==> src/rtl/ifu_prefetch.sv <==
// Instruction prefetch unit: issues word fetches under a credit limit,
// tags returned words with their PC, buffers them in a small FIFO and
// discards wrong-path responses after a redirect.
//
// Optional build macro: IFU_PERF_EN adds perf_fetch_cnt / perf_flush_cnt.
//
// state | meaning
// RUN   | normal fetch; responses are pushed into the FIFO
// DRAIN | waiting out wrong-path responses; no requests issued
module ifu_prefetch #(
  parameter int unsigned DEPTH    = 4,
  parameter logic [31:0] RESET_PC = 32'h8000_0000
) (
  input  logic        clk,
  input  logic        rst,
  output logic        mem_req_valid,
  input  logic        mem_req_ready,
  output logic [31:0] mem_req_addr,
  input  logic        mem_resp_valid,
  input  logic [31:0] mem_resp_data,
  input  logic        redirect_valid,
  input  logic [31:0] redirect_pc,
  output logic        inst_valid,
  input  logic        inst_ready,
  output logic [31:0] inst_pc,
  output logic [31:0] inst_data
`ifdef IFU_PERF_EN
  ,
  output logic [31:0] perf_fetch_cnt,
  output logic [31:0] perf_flush_cnt
`endif
);

  localparam int AW = $clog2(DEPTH);
  localparam int CW = AW + 1;
  localparam int SW = CW + 1;

  typedef enum logic {
    ST_RUN   = 1'b0,
    ST_DRAIN = 1'b1
  } state_t;

  state_t          r_state;
  state_t          w_state_nxt;
  logic [CW-1:0]   r_discard;
  logic [CW-1:0]   w_discard_nxt;
  logic [CW-1:0]   w_discard_redir;

  logic [31:0]     r_fetch_pc;
  logic [31:0]     r_resp_pc;
  logic [CW-1:0]   r_outstanding;

  logic [31:0]     r_fifo_pc   [DEPTH];
  logic [31:0]     r_fifo_data [DEPTH];
  logic [AW-1:0]   r_wr_ptr;
  logic [AW-1:0]   r_rd_ptr;
  logic [CW-1:0]   r_count;

  logic [SW-1:0]   w_inflight;
  logic            w_acc;
  logic            w_resp_hit;
  logic            w_push;
  logic            w_pop;
  logic [31:0]     w_redirect_pc;

  // Credit covers both buffered words and words still in flight, so a
  // response can never find the FIFO full.
  assign w_inflight    = SW'(r_count) + SW'(r_outstanding);
  assign mem_req_valid = !rst && (r_state == ST_RUN) && (w_inflight < SW'(DEPTH));
  assign mem_req_addr  = r_fetch_pc;
  assign w_acc         = mem_req_valid && mem_req_ready;

  // A response only counts if something is owed: outstanding in RUN,
  // discard in DRAIN. Anything else is a stray beat and is ignored.
  assign w_resp_hit = mem_resp_valid &&
                      ((r_state == ST_RUN) ? (r_outstanding != '0) : (r_discard != '0));
  assign w_push     = w_resp_hit && (r_state == ST_RUN) && !redirect_valid;

  assign inst_valid = (r_count != '0);
  assign inst_pc    = r_fifo_pc[r_rd_ptr];
  assign inst_data  = r_fifo_data[r_rd_ptr];
  assign w_pop      = inst_valid && inst_ready;

  assign w_redirect_pc = redirect_pc & 32'hFFFF_FFFC;

  // In RUN discard is zero and in DRAIN outstanding is zero, so one sum
  // gives the wrong-path count for a redirect in either state.
  assign w_discard_redir = r_discard + r_outstanding + CW'(w_acc) - CW'(w_resp_hit);

  // Next-state and discard bookkeeping; redirect overrides everything.
  always_comb begin
    w_state_nxt   = r_state;
    w_discard_nxt = r_discard;
    if (redirect_valid) begin
      w_discard_nxt = w_discard_redir;
      w_state_nxt   = (w_discard_redir != '0) ? ST_DRAIN : ST_RUN;
    end else if (r_state == ST_DRAIN) begin
      if (w_resp_hit) begin
        w_discard_nxt = r_discard - CW'(1);
        if (r_discard == CW'(1)) begin
          w_state_nxt = ST_RUN;
        end
      end else if (r_discard == '0) begin
        w_state_nxt = ST_RUN;
      end
    end
  end

  // FSM state and discard counter.
  always_ff @(posedge clk) begin
    if (rst) begin
      r_state   <= ST_RUN;
      r_discard <= '0;
    end else begin
      r_state   <= w_state_nxt;
      r_discard <= w_discard_nxt;
    end
  end

  // Fetch/response PCs and the outstanding-request count.
  always_ff @(posedge clk) begin
    if (rst) begin
      r_fetch_pc    <= RESET_PC;
      r_resp_pc     <= RESET_PC;
      r_outstanding <= '0;
    end else if (redirect_valid) begin
      r_fetch_pc    <= w_redirect_pc;
      r_resp_pc     <= w_redirect_pc;
      r_outstanding <= '0;
    end else begin
      if (w_acc) begin
        r_fetch_pc <= r_fetch_pc + 32'd4;
      end
      if (w_push) begin
        r_resp_pc <= r_resp_pc + 32'd4;
      end
      r_outstanding <= r_outstanding + CW'(w_acc) - CW'(w_push);
    end
  end

  // Instruction FIFO with first-word fall-through; flushed on redirect.
  always_ff @(posedge clk) begin
    if (rst) begin
      r_wr_ptr <= '0;
      r_rd_ptr <= '0;
      r_count  <= '0;
      for (int i = 0; i < int'(DEPTH); i++) begin
        r_fifo_pc[i]   <= RESET_PC;
        r_fifo_data[i] <= '0;
      end
    end else if (redirect_valid) begin
      r_wr_ptr <= '0;
      r_rd_ptr <= '0;
      r_count  <= '0;
    end else begin
      if (w_push) begin
        r_fifo_pc[r_wr_ptr]   <= r_resp_pc;
        r_fifo_data[r_wr_ptr] <= mem_resp_data;
        r_wr_ptr              <= r_wr_ptr + AW'(1);
      end
      if (w_pop) begin
        r_rd_ptr <= r_rd_ptr + AW'(1);
      end
      r_count <= r_count + CW'(w_push) - CW'(w_pop);
    end
  end

`ifdef IFU_PERF_EN
  // Free-running event counters: accepted fetches and redirects.
  always_ff @(posedge clk) begin
    if (rst) begin
      perf_fetch_cnt <= '0;
      perf_flush_cnt <= '0;
    end else begin
      if (w_acc) begin
        perf_fetch_cnt <= perf_fetch_cnt + 32'd1;
      end
      if (redirect_valid) begin
        perf_flush_cnt <= perf_flush_cnt + 32'd1;
      end
    end
  end
`endif

endmodule

==> config.mk <==
export PLATFORM = sky130hd
export DESIGN_NAME = ifu_prefetch
export DESIGN_NICKNAME = d
export VERILOG_FILES = /design/src/rtl/ifu_prefetch.sv
export SDC_FILE = /design/constraint.sdc
export NUM_CORES = 1
export LEC_CHECK = 0
export ABC_AREA = 1
export CAP_MARGIN = 20
export CORE_MARGIN = 2
export CORE_UTILIZATION = 61
export DETAILED_ROUTE_END_ITERATION = 8
export DONT_BUFFER_PORTS = 1
export PLACE_DENSITY = 0.79
export SLEW_MARGIN = 0
export SYNTH_ARGS = -nofsm -noshare
export SYNTH_HDL_FRONTEND = slang
export SYNTH_SLANG_ARGS = --single-unit
==> constraint.sdc <==
create_clock -name clk -period 21.8 [get_ports clk]
set_clock_uncertainty 0.1 [all_clocks]
set_input_delay 5.45 -clock clk [delete_from_list [all_inputs] [get_ports clk]]
set_output_delay 5.45 -clock clk [all_outputs]
set_load 0.005 [all_outputs]
==> metrics.md, run 1 <==
| Metric | Value |
|---|---|
| Status | `finished clean` |
| Critical path launch point type | `input port` |
| Vias in the first global route | `approximately 12000` |
| Initial drt markers | `approximately 1400` |
| CP Class | `in -> out` |
| Hold depth | `1` |
| Seq pwr share | `0.525` |
| Final layout net count | `roughly 1800` |
| Final min period | `11800 ps` |
| Cell Pwr Density | `78.9 nW/um^2` |
| DIE AREA | `about 27000 um^2` |
| Wirelength per Cell | `about 19 um` |
| Leakage | `between 6 and 7 nW` |
| FF-to-FF Start | `r_outstanding[1]` |
| Yosys cell types | `43` |
| Worst slew margin | `0.289` |
| CTS buffer count | `31` |
| Mapped Cells | `around 1800` |
| Req. time, crit path | `around 16000 ps` |
| Max Cap Viol | `0` |
| Max Transition Viols Final | `0` |
| Hold Startpoint | `r_rd_ptr[0]` |
| Unrepaired setup endpoints after global routing | `no` |
| R2R setup slack | `~19000 ps` |
| Post-cts resize count | `0` |
| TritonCTS Sinks | `324` |
| Drt via density | `between 5 and 6` |
| R2R Path End | `r_fifo_pc[0][25]` |
| Sequential share of the synthesized area | `0.562` |
| Share of cells above drive strength 1 | `0.0808` |
| Area delta synth->final | `6.75%` |
| Worst setup path startpoint | `rst` |
| Clock-pin slew on the worst setup and hold paths | `~60 ps` |
| Detailed Routing Iterations Pass 1 | `6` |
| CTS tree | `done` |
| Initial antenna violation count | `0` |
| Clock H-tree levels | `1` |
| Drt total wl | `a little under 40000 um` |
| Commonest cells after routing, fill and taps aside | `nor2_1 (398), edfxtp_1 (248), nand2_1 (225)` |
| IO Port Bufs | `0` |
| Largest net degree at the start of global routing | `116` |
| Ys Warns | `0` |
| Most common cell after layout, fill and taps aside | `nor2_1` |
| Switching Fraction | `0.225` |
| Endpoint class of the critical path | `primary output` |
| Antenna-violating nets left | `0` |
| Ys flop type | `edfxtp_1` |
| Core region area | `around 26000 um^2` |
| First-pass GRT wire length | `61800 um` |
| Maximum vdd drop | `a little over 60 uV` |
| Hold buffers post-CTS | `0` |
| Overflow after GRT | `0` |
| Worst r2r path cells | `9` |
| Diode count | `0` |
| Worst hold path class | `reg -> reg` |
| Max frequency | `roughly 85 MHz` |
| Root buffer cell | `clkbuf_16` |
| GRT Overall Usage | `0.277` |
| Die width | `around 170 um` |
| Max Root-Sink Buffers | `3` |
| DR DRC count | `0` |
| FF+latch count, synth | `324` |
| Rows | `just under 60` |
| Worst skew pair latency | `approximately 560 ps` |
| Fill count | `slightly above 2000` |
| Fin. Hold Viols | `0` |
| P_int | `roughly 1.0 mW` |
| CP Max Fanout | `39` |
| Post-synth EDFFs | `about 250` |
| Setup bufs post-CTS | `0` |
| Vias after detailed routing | `12267` |
| Pin slew with the least headroom to its limit | `between 1000 and 1500 ps` |
| Fin crit share | `0.541` |
| Post-DP HPWL | `23300 um` |
| WHS | `roughly 370 ps` |
| Initial core utilization | `0.618` |
| Clock share of power | `0.410` |
| Share of total power in combinational logic | `0.065` |
| # IOs | `between 150 and 200` |
| Net switching power | `between 0.3 and 0.4 mW` |
| Worst endpoint data arrival time | `6250 ps` |
| Die span in y | `between 150 and 200 um` |
| # setup viols final | `0` |
| Mapped Area | `around 16000 um^2` |
| Setup TNS Final | `0 ps` |
| Final Wtd Congestion | `~0.94` |
| Async SR Flop Fraction | `0` |
| Mapped Avg Cell Area | `9.03 um^2` |
-- metal layers --
layer	up-vias	wire (um)	global-route usage
li1	5804	-	-
met1	5865	15400	0.362
met2	535	19100	0.475
met3	63	3240	0.0465
met4	0	892	0.0851
met5	-	0	0
-- logic make-up (layout without fill, tap and decap cells) --
group,Yosys count,after routing,synth area share
buffers and inverters,273,247,0.0754
other,1,4,0.000235
AO/OA/AOI/OAI,316,316,0.106
XOR/XNOR,22,22,0.0121
AND/OR/NAND/NOR,814,814,0.229
flip-flops,324,324,0.562
adder cells (fa/ha/maj),17,17,0.0152
-- worst max path at each step --
| stage | endpoint | slack (ps) | cells past startpoint |
|---|---|---|---|
| finish | mem_req_valid | 10000 | 3 |
| global route | mem_req_valid | 9970 | 3 |
| CTS | mem_req_valid | 10030 | 3 |
| detailed placement | mem_req_valid | 10020 | 3 |
| global placement | mem_req_valid | 10040 | 3 |
| floorplan | mem_req_valid | 10510 | 3 |
-- critical path: stages --
cell	delay (ps)
inv_2	450
nand3b_2	170
nor2_4	180
-- final cells by class --
class	instances	area [um^2]	area share
well taps	335	419	0.0246
clock buffers	47	897	0.0527
multi-input cells	1173	5810	0.341
inverters	177	668	0.0392
repair buffers	13	118	0.00691
clock inverters	10	146	0.00859
flip-flops and latches	324	8970	0.527
-- sequential cells by signal, indices dropped and copies added (netlist names), 2 cells and up, named ones only --
signal / cells
r_fifo_data: 128
r_fifo_pc: 120
mem_req_addr: 30
r_resp_pc: 30
r_count: 3
r_discard: 3
r_outstanding: 3
r_rd_ptr: 2
r_wr_ptr: 2
-- synthesized netlist by cell type (2+ instances only) --
| library cell | n | area share |
|---|---|---|
| a21oi_1 | 60 | 0.019 |
| nor3_1 | 29 | 0.0091 |
| xor2_1 | 17 | 0.0093 |
| a31oi_1 | 7 | 0.0027 |
| ha_1 | 13 | 0.010 |
| nor2_2 | 18 | 0.0071 |
| inv_1 | 166 | 0.039 |
| buf_6 | 17 | 0.012 |
| inv_2 | 8 | 0.0019 |
| nor2_4 | 25 | 0.018 |
| buf_4 | 7 | 0.0033 |
| nor3_2 | 20 | 0.013 |
| o211ai_1 | 2 | 0.00094 |
| nand2_1 | 227 | 0.053 |
| nand3b_1 | 3 | 0.0014 |
| fa_1 | 4 | 0.0050 |
| buf_2 | 17 | 0.0053 |
| dfxtp_1 | 76 | 0.095 |
| xnor2_1 | 5 | 0.0027 |
| edfxtp_1 | 248 | 0.47 |
| o21bai_1 | 3 | 0.0014 |
| nand3_1 | 64 | 0.020 |
| nand2_2 | 2 | 0.00078 |
| o22ai_1 | 63 | 0.025 |
| o21ai_0 | 175 | 0.055 |
| clkbuf_1 | 54 | 0.013 |
| clkinv_1 | 2 | 0.00047 |
| o21ai_1 | 2 | 0.00063 |
| nand4_1 | 22 | 0.0086 |
| nor2_1 | 398 | 0.094 |
-- metrics by stage --
stage / power (mW) / cells / setup slack (ps) / utilization / instance area, um^2
after floorplan: 0.783 / 1770 / 10510 / - / 16000
after global placement: 0.801 / 2021 / 10040 / 0.618 / 16000
after detailed placement: 0.804 / 2021 / 10020 / 0.618 / 16000
after CTS: 1.34 / 2078 / 10030 / 0.658 / 17000
after global routing: 1.38 / 2079 / 9970 / 0.659 / 17000
final: 1.34 / 2079 / 10000 / 0.659 / 17000
-- power by group through the flow --
stage	Sequential (mW)	Clock, mW	Combinational (mW)
global placement	0.717	0	0.0837
floorplan	0.714	0	0.0686
finish	0.705	0.551	0.0874
CTS	0.705	0.553	0.0873
global route	0.708	0.578	0.0983
detailed placement	0.718	0	0.0865
No activity file was read; power rests on OpenSTA's default activity.
==> run 2: changes to the inputs <==
--- a/config.mk
+++ b/config.mk
@@ -8,10 +8,10 @@
 export ABC_AREA = 1
 export CAP_MARGIN = 20
 export CORE_MARGIN = 2
-export CORE_UTILIZATION = 61
+export CORE_UTILIZATION = 58
 export DETAILED_ROUTE_END_ITERATION = 8
 export DONT_BUFFER_PORTS = 1
-export PLACE_DENSITY = 0.79
+export PLACE_DENSITY = 0.78
 export SLEW_MARGIN = 0
 export SYNTH_ARGS = -nofsm -noshare
 export SYNTH_HDL_FRONTEND = slang
==> constraint.sdc (replaced) <==
create_clock -name clk -period 9.5 [get_ports clk]
set_clock_uncertainty 0.1 [all_clocks]
set_input_delay 2.375 -clock clk [delete_from_list [all_inputs] [get_ports clk]]
set_output_delay 2.375 -clock clk [all_outputs]
set_load 0.005 [all_outputs]
==> metrics.md, run 2 (synthesized netlist as in run 1, its figures left out) <==
| Metric | Value |
|---|---|
| Vias after detailed routing | `12240 (-0.22%)` |
| Worst setup path startpoint | `rst` |
| Final layout net count | `1809 (+0.11%)` |
| P_int | `2.37 mW (+130%)` |
| TritonCTS Sinks | `324 (unchanged)` |
| Seq pwr share | `0.522 (-0.003)` |
| Worst r2r path cells | `7 (-2)` |
| Slowest CP cell | `inv_2` |
| Net switching power | `0.725 mW (+140%)` |
| Unrepaired setup endpoints after global routing | `no` |
| Drt total wl | `39000 um (+0.83%)` |
| Fin cells | `2088 (+0.43%)` |
| Share of cells above drive strength 1 | `0.0824 (+0.00158)` |
| FF-to-FF Start | `r_outstanding[1]` |
| IO Port Bufs | `0 (unchanged)` |
| Leakage | `6.37 nW (+0.11%)` |
| Antenna-violating nets left | `0 (unchanged)` |
| Worst Path Buf+Inv | `1 (unchanged)` |
| Critical path launch point type | `input port` |
| Post-DP HPWL | `23700 um (+1.5%)` |
| Share of total power in combinational logic | `0.065 (about the same)` |
| Fin. Hold Viols | `0 (unchanged)` |
| Post-cts resize count | `0 (unchanged)` |
| DIE AREA | `28900 um^2 (+5.0%)` |
| Pre-CTS WS | `3880 ps (-6140 ps)` |
| Worst path top cell family by delay | `buffers and inverters` |
| Overflow after GRT | `0 (unchanged)` |
| CP Class | `in -> out` |
| Final min period | `~5600 ps` |
| CTS buffer count | `34 (+9.7%)` |
| Worst-path cell chain | `inv_2, nand3b_2, nor2_4` |
| CTS tree | `done` |
| DP Cell Count | `2027 (+0.30%)` |
| Final Wtd Congestion | `0.950 (+0.66%)` |
| Root buffer cell | `clkbuf_16` |
| # setup viols final | `0 (unchanged)` |
| Clock H-tree levels | `2 (+1)` |
| Wirelength per Cell | `18.7 um (+0.39%)` |
| Max frequency | `178 MHz` |
| Setup TNS Final | `0 ps (unchanged)` |
| Vias in the first global route | `11636 (-3.2%)` |
| # IOs | `168 (unchanged)` |
| Cell Pwr Density | `182 nW/um^2 (+130%)` |
| Setup bufs post-CTS | `0 (unchanged)` |
| Max Root-Sink Buffers | `3 (unchanged)` |
| Critical path destination | `mem_req_valid` |
| Crit path largest cell delay | `420 ps (-30 ps)` |
| Rows | `60 (+1.7%)` |
| CP Max Fanout | `39 (unchanged)` |
| Drt via density | `5.86 (-0.65%)` |
| First-pass GRT wire length | `60300 um (-2.3%)` |
| Max Transition Viols Final | `0 (unchanged)` |
| Setup WS post-layout | `3890 ps (-6110 ps)` |
| Switching Fraction | `0.234 (+0.00861)` |
| Detailed Routing Iterations Pass 1 | `5 (-1)` |
| Diode count | `0 (unchanged)` |
| Worst hold path class | `reg -> reg` |
| Clock-pin slew on the worst setup and hold paths | `60 ps (about the same)` |
| Req. time, crit path | `7030 ps (-9220 ps)` |
| Worst endpoint data arrival time | `3140 ps (-3110 ps)` |
| Fill count | `2205 (+8.9%)` |
| WHS | `376 ps (+1.04 ps)` |
| Initial antenna violation count | `0 (unchanged)` |
| Die width | `170 um (+2.5%)` |
| Worst skew pair latency | `510 ps (-50 ps)` |
| R2R Path End | `r_fifo_pc[1][31]` |
| Initial core utilization | `0.592 (-0.0255)` |
| Core region area | `27000 um^2 (+4.3%)` |
| Fin crit share | `0.591` |
| Commonest cells after routing, fill and taps aside | `nor2_1 (398), edfxtp_1 (248), nand2_1 (225)` |
| Worst slew margin | `0.279 (-0.0107)` |
| Endpoint class of the critical path | `primary output` |
| Largest Register | `r_fifo_data` |
| Most common cell after layout, fill and taps aside | `nor2_1` |
| Status | `finished clean` |
| Max Cap Viol | `0 (unchanged)` |
| Worst path depth | `3 (unchanged)` |
| Max FFs per register | `128 (unchanged)` |
| Maximum vdd drop | `114 uV (+83%)` |
| Largest registers | `r_fifo_data: 128 flops, r_fifo_pc: 120 flops` |
| Clock share of power | `0.413 (+0.003)` |
| Die span in y | `170 um (+2.5%)` |
| Area delta synth->final | `6.80% (about the same)` |
| Largest net degree at the start of global routing | `97 (-16%)` |
| R2R setup slack | `6400 ps (-12250 ps)` |
| Hold buffers post-CTS | `0 (unchanged)` |
| Pin slew with the least headroom to its limit | `1080 ps (+17.2 ps)` |
| GRT Overall Usage | `0.266 (-0.0102)` |
| DR DRC count | `0 (unchanged)` |
| Initial drt markers | `1085 (-23%)` |
## run 2: worst min path at each step
| stage | from | end | slack [ps] | cells past startpoint |
|---|---|---|---|---|
| 6_report | r_rd_ptr[1] | flip-flop | 380 | 2 |
| 4_1_cts | r_rd_ptr[1] | flip-flop | 370 | 2 |
| 5_1_grt | r_rd_ptr[1] | flip-flop | 390 | 2 |
| 3_5_place_dp | r_rd_ptr[1] | flip-flop | 360 | 2 |
| 3_3_place_gp | r_rd_ptr[1] | flip-flop | 340 | 2 |
| 2_1_floorplan | r_rd_ptr[1] | flip-flop | 340 | 2 |
## run 2: layout make-up
type | count | area, um^2 | share of cell area
inverters | 177 | 668 | 0.0392
repair buffers | 12 | 90.1 | 0.00529
clock inverters | 17 | 161 | 0.00947
flip-flops and latches | 324 | 8970 | 0.527
well taps | 341 | 427 | 0.0250
clock buffers | 44 | 910 | 0.0534
multi-input cells | 1173 | 5810 | 0.341
## run 2: worst min-delay path, delay by kind of cell, from the launching register on
kind                   cells  cell delay, ps
buffers and inverters      1              60
DFF                        1             300
AOI/OAI and AO/OA          1              80
## run 2: power groups by stage
| stage | clock network (mW) | registers (mW) | logic, mW |
|---|---|---|---|
| 2_1_floorplan | 0 | 1.64 | 0.157 |
| 3_3_place_gp | 0 | 1.65 | 0.193 |
| 3_5_place_dp | 0 | 1.65 | 0.200 |
| 4_1_cts | 1.29 | 1.62 | 0.201 |
| 5_1_grt | 1.35 | 1.62 | 0.224 |
| 6_report | 1.28 | 1.62 | 0.200 |
## run 2: routing by layer
metal	routed length, um	GRT usage	vias to the layer above
met5	0	0	-
met4	960	0.0836	0
met3	3500	0.0558	59
met2	18700	0.455	565
met1	15800	0.342	5792
li1	-	-	5824
## run 2: through the flow
step                total power, mW  cell area, um^2  utilization
CTS                            3.11            17000        0.632
floorplan                      1.80            16000            -
finish                         3.10            17000        0.632
global placement               1.84            16000        0.593
detailed placement             1.85            16000        0.593
global route                   3.20            17000        0.632
